`src/rtl/ramr_stream_if.sv`:
```
// ramr_stream_if
// ---------------
// Valid/ready stream bundle carrying words out of the ramr_stream reader.
//
// Signals:
//   m_valid  producer -> consumer  word on m_data is valid
//   m_data   producer -> consumer  stream word, WIDTH bits
//   m_ready  consumer -> producer  consumer accepts; transfer on m_valid && m_ready
//
// Modports:
//   master  the producer side (ramr_stream)
//   slave   the consumer side
interface ramr_stream_if #(
    parameter int WIDTH = 32
);
    logic             m_valid;
    logic [WIDTH-1:0] m_data;
    logic             m_ready;

    modport master (
        output m_valid,
        output m_data,
        input  m_ready
    );

    modport slave (
        input  m_valid,
        input  m_data,
        output m_ready
    );
endinterface

```
`src/rtl/ramr_stream.sv`:
```
// ramr_stream
// -----------
// Sequential burst reader for the ramw buffer's read-only port B. A command
// (base, len) selects a window of len+1 words, read with the address wrapping
// modulo 2^DEPTH_LOG2, and the words are replayed in order on a valid/ready
// stream. A 2-entry skid FIFO plus a one-read-in-flight credit rule lets the
// block sustain one word per cycle while never dropping or repeating a word
// under backpressure.
//
// Ports:
//   clk       single clock, also the clock of the RAM read port
//   rst_n     synchronous active-low reset
//   start     command strobe, only looked at while busy = 0
//   base      first word address, captured with start
//   len       burst length minus one, captured with start
//   busy      a command is in progress (READ, DRAIN or DONE)
//   done      one-cycle pulse the cycle after the last word is accepted
//   ram_addr  read address to the RAM; holds its last value when idle
//   ram_dout  RAM read data, valid the cycle after ram_addr is presented
//   m         stream output (m_valid, m_data, m_ready)
module ramr_stream #(
    parameter int DEPTH_LOG2 = 7,
    parameter int WIDTH      = 32
) (
    input  logic                  clk,
    input  logic                  rst_n,
    input  logic                  start,
    input  logic [DEPTH_LOG2-1:0] base,
    input  logic [DEPTH_LOG2-1:0] len,
    output logic                  busy,
    output logic                  done,
    output logic [DEPTH_LOG2-1:0] ram_addr,
    input  logic [WIDTH-1:0]      ram_dout,
    ramr_stream_if.master         m
);

    typedef enum logic [1:0] {
        IDLE  = 2'd0,
        READ  = 2'd1,
        DRAIN = 2'd2,
        DONE  = 2'd3
    } state_t;

    state_t state;
    state_t state_next;

    // Read pointer, words still to issue (minus one), and the last address
    // put on the RAM so ram_addr can hold when no read is issued.
    logic [DEPTH_LOG2-1:0] ptr;
    logic [DEPTH_LOG2-1:0] remaining;
    logic [DEPTH_LOG2-1:0] last_addr;

    // One read may be in flight: issued last cycle, data arriving this cycle.
    logic inflight;

    // Two-entry FIFO with separate write/read indices.
    logic [WIDTH-1:0] fifo_mem [2];
    logic             wr_idx;
    logic             rd_idx;
    logic [1:0]       occ;

    logic       pop;
    logic       push;
    logic       issue;
    logic [2:0] credit;

    assign m.m_valid = (occ != 2'd0);
    assign m.m_data  = fifo_mem[rd_idx];

    assign pop  = m.m_valid && m.m_ready;
    assign push = inflight;

    // Words already committed to the FIFO: stored plus in flight. A word
    // popped this cycle frees a slot, so a new read may be issued as long as
    // the committed count minus the pop stays below the FIFO depth.
    assign credit = {1'b0, occ} + {2'b00, inflight};
    assign issue  = (state == READ) && (credit < (3'd2 + {2'b00, pop}));

    assign ram_addr = issue ? ptr : last_addr;

    assign busy = (state != IDLE);
    assign done = (state == DONE);

    // State register.
    always_ff @(posedge clk) begin
        if (!rst_n) begin
            state <= IDLE;
        end else begin
            state <= state_next;
        end
    end

    // Next-state logic. DRAIN looks one cycle ahead: it leaves as soon as the
    // last stored word is being popped with nothing in flight, so done lands
    // in the cycle right after the final transfer.
    always_comb begin
        state_next = state;
        case (state)
            IDLE: begin
                if (start) begin
                    state_next = READ;
                end
            end
            READ: begin
                if (issue && (remaining == '0)) begin
                    state_next = DRAIN;
                end
            end
            DRAIN: begin
                if (!inflight && ((occ == 2'd0) || ((occ == 2'd1) && pop))) begin
                    state_next = DONE;
                end
            end
            DONE: begin
                state_next = IDLE;
            end
            default: begin
                state_next = IDLE;
            end
        endcase
    end

    // Command capture, address generation and read tracking.
    always_ff @(posedge clk) begin
        if (!rst_n) begin
            ptr       <= '0;
            remaining <= '0;
            last_addr <= '0;
            inflight  <= 1'b0;
        end else begin
            if ((state == IDLE) && start) begin
                ptr       <= base;
                remaining <= len;
            end else if (issue) begin
                ptr       <= ptr + DEPTH_LOG2'(1);
                remaining <= remaining - DEPTH_LOG2'(1);
            end
            if (issue) begin
                last_addr <= ptr;
            end
            inflight <= issue;
        end
    end

    // Skid FIFO. Captured RAM data goes to the tail; the head drives m_data.
    always_ff @(posedge clk) begin
        if (!rst_n) begin
            fifo_mem[0] <= '0;
            fifo_mem[1] <= '0;
            wr_idx      <= 1'b0;
            rd_idx      <= 1'b0;
            occ         <= 2'd0;
        end else begin
            if (push) begin
                fifo_mem[wr_idx] <= ram_dout;
                wr_idx           <= ~wr_idx;
            end
            if (pop) begin
                rd_idx <= ~rd_idx;
            end
            case ({push, pop})
                2'b10:   occ <= occ + 2'd1;
                2'b01:   occ <= occ - 2'd1;
                default: occ <= occ;
            endcase
        end
    end

endmodule

```
`src/flat_wrapper.sv`:
```
// flat-port wrapper written by rule: the top's interface ports become plain ports
module ramr_stream_flat 
#(
    parameter int DEPTH_LOG2 = 7,
    parameter int WIDTH      = 32
)
  (clk, rst_n, start, base, len, busy, done, ram_addr, ram_dout, m_m_valid, m_m_data, m_m_ready);
  ramr_stream_if #(.WIDTH(WIDTH)) m_i ();
  input  logic clk;
  input  logic rst_n;
  input  logic start;
  input  logic [DEPTH_LOG2-1:0] base;
  input  logic [DEPTH_LOG2-1:0] len;
  output logic busy;
  output logic done;
  output logic [DEPTH_LOG2-1:0] ram_addr;
  input  logic [WIDTH-1:0] ram_dout;
  output wire logic [$bits(m_i.m_valid)-1:0] m_m_valid;
  output wire logic [$bits(m_i.m_data)-1:0] m_m_data;
  input wire logic [$bits(m_i.m_ready)-1:0] m_m_ready;
  assign m_m_valid = m_i.m_valid;
  assign m_m_data = m_i.m_data;
  assign m_i.m_ready = m_m_ready;
  ramr_stream #(.DEPTH_LOG2(DEPTH_LOG2), .WIDTH(WIDTH)) u_core (.clk(clk), .rst_n(rst_n), .start(start), .base(base), .len(len), .busy(busy), .done(done), .ram_addr(ram_addr), .ram_dout(ram_dout), .m(m_i));
endmodule
```
`config.mk`:
```
export PLATFORM = sky130hd
export DESIGN_NAME = ramr_stream_flat
export DESIGN_NICKNAME = d
export VERILOG_FILES = /design/src/rtl/ramr_stream_if.sv /design/src/rtl/ramr_stream.sv /design/src/flat_wrapper.sv
export SDC_FILE = /design/constraint.sdc
export NUM_CORES = 1
export LEC_CHECK = 0
export CORE_UTILIZATION = 40
export DETAILED_ROUTE_END_ITERATION = 10
export GPL_TIMING_DRIVEN = 0
export PLACE_DENSITY = 0.72
export SLEW_MARGIN = 15
export SYNTH_ARGS = -nofsm -noshare
export SYNTH_HDL_FRONTEND = slang
export SYNTH_SLANG_ARGS = --single-unit
```
`constraint.sdc`:
```
create_clock -name clk -period 4.6 [get_ports clk]
set_input_delay 0.92 -clock clk [delete_from_list [all_inputs] [get_ports clk]]
set_output_delay 0.92 -clock clk [all_outputs]
set_load 0.02 [all_outputs]
```
After elaboration in Yosys (flattened, before gate mapping)
Memory sizes are Yosys's and may differ from the RTL's. A register that Yosys moved wholly into a read port is not among the register bits. Cells that the tools add are included.

$add $sub $neg: 6. $lt $le $gt $ge: 1. Equality and inequality tests: 9. Muxes and demuxes: 19. Bitwise operators: 2. Reductions and logical operators: 17.

Operators by type and width (number): 7-bit two-way mux (5); 32-bit two-way mux (1); 32-bit OR reduction (1); 1-bit two-way mux (8); 2-bit case mux with 4 select lines (1); 2-bit nonzero test (4); 7-bit by 1-bit adder with 7-bit output (second input constant) (1); 7-bit logical NOT (1); 7-bit by 1-bit subtractor with 7-bit output (second input constant) (1); 2-bit by 1-bit equality test with 1-bit output (second input constant) (3); 2-bit equality test (second input constant) (3); 1-bit logical AND (6); 2-bit two-way mux (3); 2-bit logical NOT (2); 2-bit != test (second input constant) (2); 2-bit case mux with 2 select lines (1); 2-bit by 1-bit adder with 3-bit output (1); 2-bit by 1-bit adder with 3-bit output (first input constant) (1); 3-bit less-than comparator (1); 3-bit AND reduction (1); 2-bit by 1-bit adder with 2-bit output (second input constant) (1); 2-bit by 1-bit != test with 1-bit output (second input constant) (1); 1-bit inverter (2); 2-bit by 1-bit subtractor with 2-bit output (second input constant) (1); other kinds (2) (2).

Register bits: 28. Memory bits (writable): 64. Input bits: 50. Output and inout bits: 42. Logic and storage cells: 63. Memories: 1.

Memories: u_core.fifo_mem (words 2, bits a word 32, read ports 1, clocked after memory_dff 1, wr ports 2, RTL line ramr_stream.sv:57) `logic [WIDTH-1:0] fifo_mem [2];`.

Depth between registers and ports, before layout
Depth after elaboration: 8. Gate-level depth with buffers: 8. Mapped depth without buffers: 7.

Worst setup path before layout
Ideal clock, no wire load.

Path type: flip-flop to flip-flop. Start: register u_core.inflight. End: memory u_core.fifo_mem[0][0], enable pin. Setup time: 0.466 ns. Arrival time: 2.742 ns. Required time: 4.134 ns. Slack: 1.393 ns. Cell stages (with the launch flop): 3. Path buffers: 0. Clock period less this slack: 3.207 ns. Path through: dfxtp_1 > inv_1 > o21ai_0.

RTL lines: start, declared (RTL line ramr_stream.sv:54) `logic inflight;`; start signal, assigned (RTL line ramr_stream.sv:141) `inflight <= issue;`; end, declared (RTL line ramr_stream.sv:57).

Worst setup path in the final report
Start: input port m_m_ready. End: output port ram_addr[6].

Longest elaborated chain between the ends: 5.

Ends and longest elaborated chain: start, declared (RTL line flat_wrapper.sv:20) `input wire logic [$bits(m_i.m_ready)-1:0] m_m_ready;`; 1-bit logical AND (RTL line ramr_stream.sv:70) `assign pop = m.m_valid && m.m_ready;`; 2-bit by 1-bit adder with 3-bit output (RTL line ramr_stream.sv:77) `assign issue = (state == READ) && (credit < (3'd2 + {2'b00, pop}));`; 3-bit less-than comparator (RTL line ramr_stream.sv:77); 1-bit logical AND (RTL line ramr_stream.sv:77); 7-bit two-way mux (RTL line ramr_stream.sv:79) `assign ram_addr = issue ? ptr : last_addr;`; end, declared (RTL line flat_wrapper.sv:16) `output logic [DEPTH_LOG2-1:0] ram_addr;`.

Every way passes these cells.

==> impl_metrics.env <==
export IMPL_switching_share=0.354
export IMPL_diodes=0
export IMPL_cts_sinks=93
export IMPL_synth_cell_type_count=42
export IMPL_irDropWorstVdd_uv=277
export IMPL_syn2layout_area_growth_pct=30.4
export IMPL_route_detailed_drc=0
export IMPL_finalMaxSlewViolations=0
export IMPL_p_leak_nw=2.10
export IMPL_dp_hpwl_mm=6.31
export IMPL_netlist_top_cells_area="edfxtp_1 (44%), dfxtp_1 (13%), and2_1 (11%)"
export IMPL_r2r_cells=7
export IMPL_synth_adder_area_share=0.0374
export IMPL_synth_mux_area_frac=0.101
export IMPL_floorplan_initialDensity=0.418
export IMPL_synthesis_nets=410
export IMPL_post_route_period_util=0.918
export IMPL_overflow=0
export IMPL_relSlewSlack=0.504
export IMPL_grt_pass1_wl_mm=14.0
export IMPL_synth_top_cell_area_share=0.442
export IMPL_syn_area_um2=4350
export IMPL_dr_pass1_iters=4
export IMPL_grt_pass1_vias=2920
export IMPL_synth_most_common_cell="and2_1"
export IMPL_synth_top_family_by_area="simple AND/OR/NAND/NOR gates"
export IMPL_cts_inserted_buffers=9
export IMPL_antenna_found_initial=0
export IMPL_outcome="finished clean"
export IMPL_worst_slew_pin_slew_ns=0.738
export IMPL_synth_compound_area_frac=0.0759
export IMPL_p_clk_frac=0.183
export IMPL_setup_tns_ns=0
export IMPL_pre_cts_ws_ns=0.392
export IMPL_rrSetupSlack_ns=2.19
export IMPL_r2r_end="u_core.state[0]"
export IMPL_cts_resized=0
export IMPL_num_vias=2964
export IMPL_startpoint_type="primary input"
export IMPL_skew_ns=0.0172
export IMPL_power_frac_seq=0.396
export IMPL_synthTopCellsByCount="and2_1 (74), edfxtp_1 (64), mux2_2 (38)"
export IMPL_yosys_area_share_xor_xnor=0.0242
export IMPL_fillCellCount=899
export IMPL_setup_viol=0
export IMPL_reg2reg_from="u_core.occ[0]"
export IMPL_cts_tree="built"
export IMPL_finalHoldViolCount=0
export IMPL_ys_flop_type="edfxtp_1"
export IMPL_cts_max_path_buffers=2
export IMPL_grt_max_degree=28
export IMPL_drtAntennaViolNets=0
export IMPL_wl_mm=8.83
export IMPL_cp_arrival_ns=3.30
export IMPL_gp_congestion=0.797
export IMPL_drt_iter0_markers=108
export IMPL_cts_root_buf="clkbuf_8"
export IMPL_core_rowCount=37
export IMPL_dieArea_um2=11300
export IMPL_p_sw_w=0.00102
export IMPL_cp_max_fo=10
export IMPL_syn_inst=347
export IMPL_viasPerCell=5.02
export IMPL_final_layout_size_suffix_gt1_frac=0.145
export IMPL_yosys_area_share_simple=0.156
export IMPL_internal_power_w=0.00185
export IMPL_end_kind="output port"
export IMPL_hold_start="u_core.rd_idx"
export IMPL_rsz0062_at_grt="no"
export IMPL_ioPinCount=92
export IMPL_async_reset_ff_frac=0
export IMPL_period_needed_ns=4.22
export IMPL_cp_required_ns=3.68
export IMPL_die_w_um=106
export IMPL_yosysTopAreaCell="edfxtp_1"
export IMPL_powerDensity_nw_per_um2=506
export IMPL_setup_slack_ns=0.376
export IMPL_hold_depth=2
export IMPL_nNetsFinal=513
export IMPL_max_freq_mhz=237
export IMPL_pwr_share_comb=0.421
export IMPL_die_y_um=106
export IMPL_h_tree_depth=3
export IMPL_port_buffers=90
export IMPL_cts_setup_buffers=0
export IMPL_holdBufCountCts=0
export IMPL_grt_usage=0.161
export IMPL_synth_seq_area_share=0.575
export IMPL_core_area_um2=10400
export IMPL_cap_violations=0
export IMPL_critPathKind="primary input to output port"
export IMPL_worstHoldPathType="flop to flop"
export IMPL_synth_edf_count=64
export IMPL_yosysWarnings=0
export IMPL_synth_seq_cells=93
export IMPL_insertion_delay_ns=0.36
export IMPL_syn_avg_cell_area_um2=12.5
export IMPL_timing_hold_ws_ns=0.525
export IMPL_clk_pin_slew_ns=0.10
export IMPL_wl_per_cell_um=14.9
-- worst max-delay path by stage --
stage	from	end	slack, ns	cells after the start
3_5_place_dp	m_m_ready	ram_addr[6]	0.39	7
4_1_cts	m_m_ready	ram_addr[6]	0.37	7
6_report	m_m_ready	ram_addr[6]	0.38	7
2_1_floorplan	u_core.inflight	u_core.fifo_mem[0][0]	1.39	2
3_3_place_gp	u_core.inflight	u_core.fifo_mem[0][21]	0.01	2
5_1_grt	m_m_ready	ram_addr[6]	0.31	7
-- state kept, by name, indices dropped and copies added, names as in the netlist, named ones only --
signal and flops:
u_core.fifo_mem 64, u_core.last_addr 7, u_core.ptr 7, u_core.remaining 7, u_core.occ 2, u_core.state 2
u_core.inflight 1, u_core.rd_idx 1, u_core.wr_idx 1
-- cells in the final DEF, fill, tap and decap left out, types with 3 or more instances in the layout --
| master | count |
|---|---|
| a211oi_1 | 11 |
| a21oi_1 | 6 |
| and2_1 | 74 |
| and3_1 | 3 |
| buf_1 | 3 |
| clkbuf_1 | 15 |
| clkbuf_8 | 9 |
| clkdlybuf4s50_1 | 90 |
| dfxtp_1 | 29 |
| edfxtp_1 | 64 |
| ha_1 | 13 |
| inv_1 | 11 |
| inv_8 | 4 |
| mux2_2 | 38 |
| nand2_1 | 9 |
| nand4_1 | 4 |
| nor2_1 | 8 |
| nor2b_1 | 3 |
| nor3_1 | 3 |
| o21ai_0 | 12 |
| xnor2_1 | 10 |
-- layer usage --
metal  GRT usage  routed length [µm]
met2       0.284                4320
met5           0                   0
met4      0.0536                  92
met3      0.0313                 468
met1       0.195                3950
-- worst max-delay path, stage by stage --
cell and delay (ns):
clkdlybuf4s50_1 0.49, or3b_1 0.38, buf_6 0.16, a211o_1 0.30, buf_6 0.15, mux2_1 0.34, clkdlybuf4s50_1 0.56
-- through the flow --
stage	util	area, µm²	power [W]	std cells
final	0.545	5670	0.00287	591
after global routing	0.545	5670	0.00304	591
after CTS	0.545	5670	0.00290	591
after detailed placement	0.526	5480	0.00236	575
after global placement	0.521	5420	0.00233	573
after floorplan	-	4350	0.00192	347
-- power by group through the flow --
stage	combinational, W	clock [W]	sequential, W
after floorplan	0.000782	0	0.00114
after global placement	0.00118	0	0.00116
after detailed placement	0.00121	0	0.00116
after CTS	0.00122	0.000538	0.00114
after global routing	0.00131	0.000573	0.00116
final	0.00121	0.000524	0.00114
-- final cells by class --
| cell class | instances | area (µm²) | area share |
|---|---|---|---|
| Clock buffer | 9 | 124 | 0.0218 |
| Buffer | 20 | 90.1 | 0.0159 |
| Inverter | 11 | 41.3 | 0.00728 |
| Sequential cell | 93 | 2500 | 0.441 |
| Timing Repair Buffer | 92 | 948 | 0.167 |
| Clock inverter | 7 | 66.3 | 0.0117 |
| Tap cell | 136 | 170 | 0.0300 |
| Multi-Input combinational cell | 223 | 1730 | 0.305 |
-- cells by family after synthesis --
group	count (synthesis)
AOI/OAI and AO/OA	45
adders and majority gates	13
muxes	39
DFF	93
buffers and inverters	31
and+or+nand+nor	114
xor gates and xnor gates	12
Power figures use the tool's default switching activity.
